### config.mk
export PLATFORM = sky130hd
export DESIGN_NAME = minterm_sweep_ctrl
export DESIGN_NICKNAME = d
export VERILOG_FILES = /design/src/rtl/minterm_sweep_ctrl.sv
export SDC_FILE = /design/constraint.sdc
export NUM_CORES = 1
export LEC_CHECK = 0
export ABC_AREA = 1
export CORE_ASPECT_RATIO = 0.6
export CORE_MARGIN = 1
export CORE_UTILIZATION = 44
export CTS_CLUSTER_DIAMETER = 100
export CTS_CLUSTER_SIZE = 25
export DETAILED_ROUTE_END_ITERATION = 10
export PLACE_DENSITY_LB_ADDON = 0.08
export SLEW_MARGIN = 20
export SYNTH_ARGS = -nofsm -noshare
export SYNTH_HDL_FRONTEND = slang
export SYNTH_SLANG_ARGS = --single-unit
### constraint.sdc
create_clock -name clk -period 2.58 [get_ports clk]
set_clock_uncertainty 0.2 [all_clocks]
set_input_delay 0.516 -clock clk [delete_from_list [all_inputs] [get_ports clk]]
set_output_delay 0.516 -clock clk [all_outputs]
set_load 0.01 [all_outputs]
### src/rtl/minterm_sweep_ctrl.sv
`default_nettype none
// ============================================================================
// Module   : minterm_sweep_ctrl
// Purpose  : Exhaustive sweep sequencer for a combinational sum-of-products
//            block. Drives every input combination, compares the sampled
//            function output against a golden on-set / don't-care mask, and
//            streams each mismatch out over a valid/ready report port.
// Ports    : clk, rst           - clock, synchronous active-high reset
//            start_i, abort_i   - begin / terminate a sweep
//            on_mask_i, dc_mask_i - golden on-set and don't-care set
//            vars_out_o         - registered variable vector (MSB = var A)
//            f_in_i             - function output for vars_out_o
//            busy_o, done_o, pass_o - status / verdict
//            mismatch_cnt_o, first_fail_idx_o - sweep statistics
//            fail_valid_o, fail_ready_i, fail_idx_o, fail_got_o - report port
// Revision : 1.0 - initial release
// ============================================================================
module minterm_sweep_ctrl #(
  parameter int N_VARS = 5
) (
  input  logic                  clk,
  input  logic                  rst,
  input  logic                  start_i,
  input  logic                  abort_i,
  input  logic [(1<<N_VARS)-1:0] on_mask_i,
  input  logic [(1<<N_VARS)-1:0] dc_mask_i,
  output logic [N_VARS-1:0]     vars_out_o,
  input  logic                  f_in_i,
  output logic                  busy_o,
  output logic                  done_o,
  output logic                  pass_o,
  output logic [N_VARS:0]       mismatch_cnt_o,
  output logic [N_VARS-1:0]     first_fail_idx_o,
  output logic                  fail_valid_o,
  input  logic                  fail_ready_i,
  output logic [N_VARS-1:0]     fail_idx_o,
  output logic                  fail_got_o
);

  localparam int NI = 1 << N_VARS;
  localparam logic [N_VARS-1:0] LAST_IDX = '1;

  typedef enum logic [1:0] {
    S_IDLE  = 2'd0,
    S_SWEEP = 2'd1,
    S_STALL = 2'd2,
    S_DONE  = 2'd3
  } state_t;

  state_t              state_q, state_d;
  logic [N_VARS-1:0]   idx_q, idx_d;
  logic [NI-1:0]       on_mask_q, on_mask_d;
  logic [NI-1:0]       dc_mask_q, dc_mask_d;
  logic [N_VARS:0]     cnt_q, cnt_d;
  logic [N_VARS-1:0]   first_q, first_d;
  logic                pass_q, pass_d;
  logic                fvalid_q, fvalid_d;
  logic [N_VARS-1:0]   fidx_q, fidx_d;
  logic                fgot_q, fgot_d;

  logic                expected;
  logic                mismatch;
  logic                slot_free;
  logic                commit;
  logic                advance;

  always_ff @(posedge clk) begin
    if (rst) begin
      state_q   <= S_IDLE;
      idx_q     <= '0;
      on_mask_q <= '0;
      dc_mask_q <= '0;
      cnt_q     <= '0;
      first_q   <= '0;
      pass_q    <= 1'b0;
      fvalid_q  <= 1'b0;
      fidx_q    <= '0;
      fgot_q    <= 1'b0;
    end else begin
      state_q   <= state_d;
      idx_q     <= idx_d;
      on_mask_q <= on_mask_d;
      dc_mask_q <= dc_mask_d;
      cnt_q     <= cnt_d;
      first_q   <= first_d;
      pass_q    <= pass_d;
      fvalid_q  <= fvalid_d;
      fidx_q    <= fidx_d;
      fgot_q    <= fgot_d;
    end
  end

  always_comb begin
    state_d   = state_q;
    idx_d     = idx_q;
    on_mask_d = on_mask_q;
    dc_mask_d = dc_mask_q;
    cnt_d     = cnt_q;
    first_d   = first_q;
    pass_d    = pass_q;
    fvalid_d  = fvalid_q;
    fidx_d    = fidx_q;
    fgot_d    = fgot_q;
    commit    = 1'b0;
    advance   = 1'b0;

    expected  = on_mask_q[idx_q];
    mismatch  = !dc_mask_q[idx_q] && (f_in_i != expected);
    slot_free = !fvalid_q || fail_ready_i;

    // Accepted report retires unless a new commit below overwrites it.
    if (fvalid_q && fail_ready_i) begin
      fvalid_d = 1'b0;
    end

    unique case (state_q)
      S_IDLE: begin
        if (start_i) begin
          on_mask_d = on_mask_i;
          dc_mask_d = dc_mask_i;
          cnt_d     = '0;
          first_d   = '0;
          pass_d    = 1'b0;
          idx_d     = '0;
          state_d   = S_SWEEP;
        end
      end
      S_SWEEP, S_STALL: begin
        if (abort_i) begin
          // Abort wins over any compare in the same cycle.
          idx_d   = '0;
          state_d = S_IDLE;
        end else if (mismatch && !slot_free) begin
          state_d = S_STALL;
        end else begin
          commit  = mismatch;
          advance = 1'b1;
        end
      end
      S_DONE: begin
        state_d = S_IDLE;
      end
      default: begin
        state_d = S_IDLE;
      end
    endcase

    if (commit) begin
      fvalid_d = 1'b1;
      fidx_d   = idx_q;
      fgot_d   = f_in_i;
      cnt_d    = cnt_q + 1'b1;
      if (cnt_q == '0) begin
        first_d = idx_q;
      end
    end

    if (advance) begin
      if (idx_q == LAST_IDX) begin
        // Verdict is registered on entry to DONE so it is valid with done.
        idx_d   = '0;
        pass_d  = (cnt_d == '0);
        state_d = S_DONE;
      end else begin
        idx_d   = idx_q + 1'b1;
        state_d = S_SWEEP;
      end
    end
  end

  assign vars_out_o       = idx_q;
  assign busy_o           = (state_q == S_SWEEP) || (state_q == S_STALL);
  assign done_o           = (state_q == S_DONE);
  assign pass_o           = pass_q;
  assign mismatch_cnt_o   = cnt_q;
  assign first_fail_idx_o = first_q;
  assign fail_valid_o     = fvalid_q;
  assign fail_idx_o       = fidx_q;
  assign fail_got_o       = fgot_q;

endmodule
`default_nettype wire

# ---- Word-level counts from Yosys, hierarchy flattened
# Cells that the tools add are included.
dict set report classes {
  n_lt_le_gt_ge 1
  n_addsub 2
  mux 34
  n_eq_ne 8
  reduce_logical 17
}
# op count
set ops {}
lappend ops {{5-bit two-way mux} 8}
lappend ops {{6-bit two-way mux} 3}
lappend ops {{1-bit two-way mux} 14}
lappend ops {{6-bit zero test} 2}
lappend ops {{1-bit binary-select mux with 5-bit select} 2}
lappend ops {{2-bit two-way mux} 5}
lappend ops {{5-bit case mux with 2 select lines} 1}
lappend ops {{6-bit by 1-bit adder with 6-bit output (second input constant)} 1}
lappend ops {{5-bit by 6-bit < comparator with 1-bit output (second input constant)} 1}
lappend ops {{3-bit inequality test (second input constant)} 2}
lappend ops {{2-bit case mux with 3 select lines} 1}
lappend ops {{5-bit by 1-bit adder with 5-bit output (second input constant)} 1}
lappend ops {{5-bit equality test (second input constant)} 1}
lappend ops {{2-bit equality test (second input constant)} 2}
lappend ops {{4-bit inequality test (second input constant)} 1}
lappend ops {{2-bit AND reduction} 2}
lappend ops {{1-bit logical AND} 3}
lappend ops {{1-bit zero test} 3}
lappend ops {{3-bit AND reduction} 1}
lappend ops {{3-bit nonzero test} 1}
lappend ops {{2-bit by 1-bit equality test with 1-bit output (second input constant)} 1}
lappend ops {{2-bit zero test} 1}
lappend ops {{1-bit logical OR} 2}
lappend ops {{2-bit nonzero test} 1}
lappend ops {{2 further kinds} 2}
dict set report totals {
  ff_bits 90
  out_inout_bits 26
  inputBits 70
  wordCells 72
}

# ---- Depth between registers and ports, before layout
dict set report logic_depth {
  word_depth 12
  depth_mapped 20
  depth_no_buf 18
}

# ---- Least setup slack after synthesis
# No wires, ideal clock.
dict set report synth_path {
  path_kind {flip-flop to flip-flop}
  from {register state_q[0]}
  to {register pass_q (netlist: pass_o)}
  required_ns 2.313
  slack_ns 0.228
  stages_incl_launch_ff 14
  n_path_buf 1
  period_less_slack_ns 2.352
  t_arrival_ns 2.084
  setup_ns 0.067
  cell_sequence {dfxtp_1 > inv_1 > ha_1 > inv_1 > nor2_1 > inv_1 > nor2_1 > nand4_4 > buf_6 > o211ai_1 > nand2_1 > nor2_1 > nand2_1 > a21oi_2}
}
dict set report synth_between {
  elab_chain_cells 7
  word_cells_on_any_way 12
  classes_between {eq/ne (2); mux (7); reduce/logical (3)}
}
# element line_no
set synth_lines {}
lappend synth_lines {{from (decl)} 50} ;# state_t state_q, state_d;
lappend synth_lines {{from (signal assigned)} 80} ;# state_q <= state_d;
lappend synth_lines {{2-bit by 1-bit equality test with 1-bit output / 2-bit equality test (equally long branches)} 116} ;# unique case (state_q)
lappend synth_lines {{2-bit OR reduction} 116}
lappend synth_lines {{1-bit two-way mux} 116}
lappend synth_lines {{6-bit two-way mux} 148} ;# if (commit) begin
lappend synth_lines {{6-bit zero test} 162} ;# pass_d = (cnt_d == '0);
lappend synth_lines {{1-bit two-way mux} 159} ;# if (idx_q == LAST_IDX) begin
lappend synth_lines {{1-bit two-way mux *} 158} ;# if (advance) begin
lappend synth_lines {{to (signal assigned)} 86} ;# pass_q <= pass_d;
lappend synth_lines {{to (decl)} 56} ;# logic pass_q, pass_d;
# Mark *: on every way between the ends. The rest lies on a longest branch, timed or not.
# A chain may end at the register's enable or synchronous reset.

# ---- Worst setup path in the final report
dict set report layout_path {
  from {register state_q[0]}
  to {output busy_o}
}
dict set report layout_between {
  elab_chain_cells 2
  word_cells_on_any_way 3
  classes_between {eq/ne (2); reduce/logical (1)}
}
# element line_no
set layout_lines {}
lappend layout_lines {{2-bit by 1-bit equality test with 1-bit output / 2-bit equality test (equally long branches)} 172} ;# assign busy_o = (state_q == S_SWEEP) || (state_q == S_STALL);
lappend layout_lines {{1-bit logical OR *} 172}
lappend layout_lines {{to (decl)} 29} ;# output logic busy_o,
# Marked as above.

==> metrics.cfg <==
[clocking]
clk-insertion-delay-late_ps=340
clockBufferDepth=2
cts_tree=built
cts_made_buffers=9
htree_levels=3
ctsRootBufferMaster=clkbuf_16
path_clk_slew_ps=60
cts.sinks=90

[sta]
period_share_pct=91.4
setup_viol=0
setup_slack_ps=221
slew_headroom_pct=73.2
rsz0062_at_grt=false
fmax_mhz=424
tightest_slew_ps=402
finalSetupTns_ps=0
fin_crit_ps=2360
slew_viol_final=0
hold_violations=0

[global_routing]
grt_pass1_wl_mm=18.7
antenna_found_initial=0
grt_usage_pct=23.6
grt_pass1_vias=3858
grt-ovfl-total=0
grt_max_degree=61

[placed_design]
hpwlAfterDp_mm=8.11
numPortBuffers=95
post-place-ws_ps=84.5
gp_congestion=0.853

[final_layout]
most-common-layout-cells=119 x nand2_1, 114 x nor2_1, 95 x clkdlybuf4s50_1
fin_util_pct=61.6
diodes=0
final_common_cell=nand2_1
drive_above_1_share_pct=7.49
area_delta_synth_final_pct=33.5
nets=793

[logic_synthesis]
ys_seq_area_share_pct=41.9
yosysTopAreaCellShare_pct=41.9
syn_inst=629
avgSynthCellArea_um2=6.84
synth_area_mm2=0.00430
synth.area.top_cells=dfxtp_1 42%, nand2_1 10%, nor2_1 10%
synth_fp_nets=706
synth.distinct_cells=32
yosysWarnings=0
ys_ff_latch=90
yosys.area.top_type=dfxtp_1

[critical_path]
critPathBufInv=2
reg2regPathDepth=12
max_stage_delay_ps=540
cp_top_family=buffers and inverters
critPathKind=reg -> out
cp_num_cells=3
end_kind=primary output
setup.worst_path.start_class=flop
path_cells=inv_1, ha_1, clkdlybuf4s50_1
cp.required_ps=1860
worstPathArrival_ps=1640
cp_max_fo=3
slowest_stage=clkdlybuf4s50_1

[run_status]
status=complete, no violations

[min_path]
holdPathStages=2
worstHoldPathType=reg -> reg

[route]
postRouteWirelength_mm=11.2
ant_nets=0
dr.pass1.iters=5
vias_per_cell=4.98
vias=4236
post_drt_wl_per_cell_um=13.1
drc_errors=0
drt_iter0_markers=314

[power]
finalPower_mw=5.00
peakVddDrop_v=0.000622
power_density_mw_per_mm2=870
p_leak_nw=2.37

[die]
rows=27
ios=96
start_util_pct=46.2
die_w_um=130
die_area_mm2=0.0102
coreArea_mm2=0.00932
die_h_um=78.6

[flow_run]
drv_cap=0

cells in the mapped netlist:
cell and n:
xor2_1 5, a21oi_2 1, dfxtp_1 90, ha_1 7
buf_2 3, o22ai_1 5, clkbuf_1 22, inv_2 4
o211ai_1 2, nand4_1 3, buf_1 1, nand2_4 2
o21ai_0 65, nand3_2 1, nor3_1 2, xnor2_1 1
nor2_2 1, a21oi_1 44, a31oi_1 1, o21ai_1 3
nand3_4 1, nand4_4 1, nand2_2 5, nand3_1 52
nand2_1 120, nand4_2 1, buf_6 5, inv_6 1
inv_1 58, buf_4 5, nor2_1 116, nand3b_1 1
state kept, by name (all words and copies together), names as in the netlist:
signal / count
dc_mask_q: 32
fail_got_o: 1
pass_o: 1
state_q: 2
vars_out_o: 5
fail_idx_o: 5
first_fail_idx_o: 5
mismatch_cnt_o: 6
on_mask_q: 32
fail_valid_o: 1
routing by layer:
metal / track usage, % / up-vias / part of all wire (%)
met2: 34.4 / 136 / 40
li1: - / 2189 / -
met1: 34.4 / 1902 / 52
met3: 5.39 / 9 / 7.0
met5: 0 / - / 0
met4: 6.05 / 0 / 1.0
worst reg2reg max path: cells and delay by family, from the launching register on:
| kind | cells | cell delay, ps |
|---|---|---|
| AOI/OAI and AO/OA | 1 | 130 |
| adders and majority gates | 1 | 320 |
| buffers and inverters | 5 | 470 |
| DFF | 1 | 370 |
| and+or+nand+nor | 5 | 780 |
cells by family (layout without fill, tap and decap cells):
group,after synthesis,after routing,share of synthesized area [%]
AOI/OAI and AO/OA,121,121,14.4
xor gates and xnor gates,6,6,1.22
adders and majority gates,7,7,2.03
buffers and inverters,99,191,10.1
DFF,90,90,41.9
and+or+nand+nor,306,306,30.3
where the power goes:
part	total, mW	leakage [nW]	switching, mW	internal [mW]
sequential	1.82	0.741	0.143	1.68
combinational	1.68	1.46	1.02	0.654
clock	1.50	0.165	0.552	0.952
worst paths after layout:
path / from / end / slack, ps
min reg2reg: fail_idx_o[4]$_SDFFE_PP0N_ / fail_idx_o[4]$_SDFFE_PP0N_ / 260
max: state_q[0]$_SDFFE_PP0P_ / busy_o / 220
max reg2reg: state_q[0]$_SDFFE_PP0P_ / first_fail_idx_o[2]$_SDFF_PP0_ / 260
min: fail_idx_o[4]$_SDFFE_PP0N_ / fail_idx_o[4]$_SDFFE_PP0N_ / 260
layout make-up:
type,instances,area (um2)
Clock buffer,10,229
Clock inverter,6,114
Fill cell,851,3580
Inverter,63,241
Multi-Input combinational cell,440,2080
Sequential cell,90,1810
Tap cell,130,163
Timing Repair Buffer,112,1120
through the flow:
step                cells  cell area, um2  hold slack, ps
floorplan             629            4300             229
global placement      834            5380             240
CTS                   850            5730             258
global route          851            5750             282
detailed placement    834            5380             249
finish                851            5750             260
timing repair:
item,4_1_cts,5_1_grt
gates resized for setup,0,4
setup endpoints to repair,0,5
hold buffers,0,0
setup buffers,0,1
Note: power is estimated with default switching activity, not from simulation.
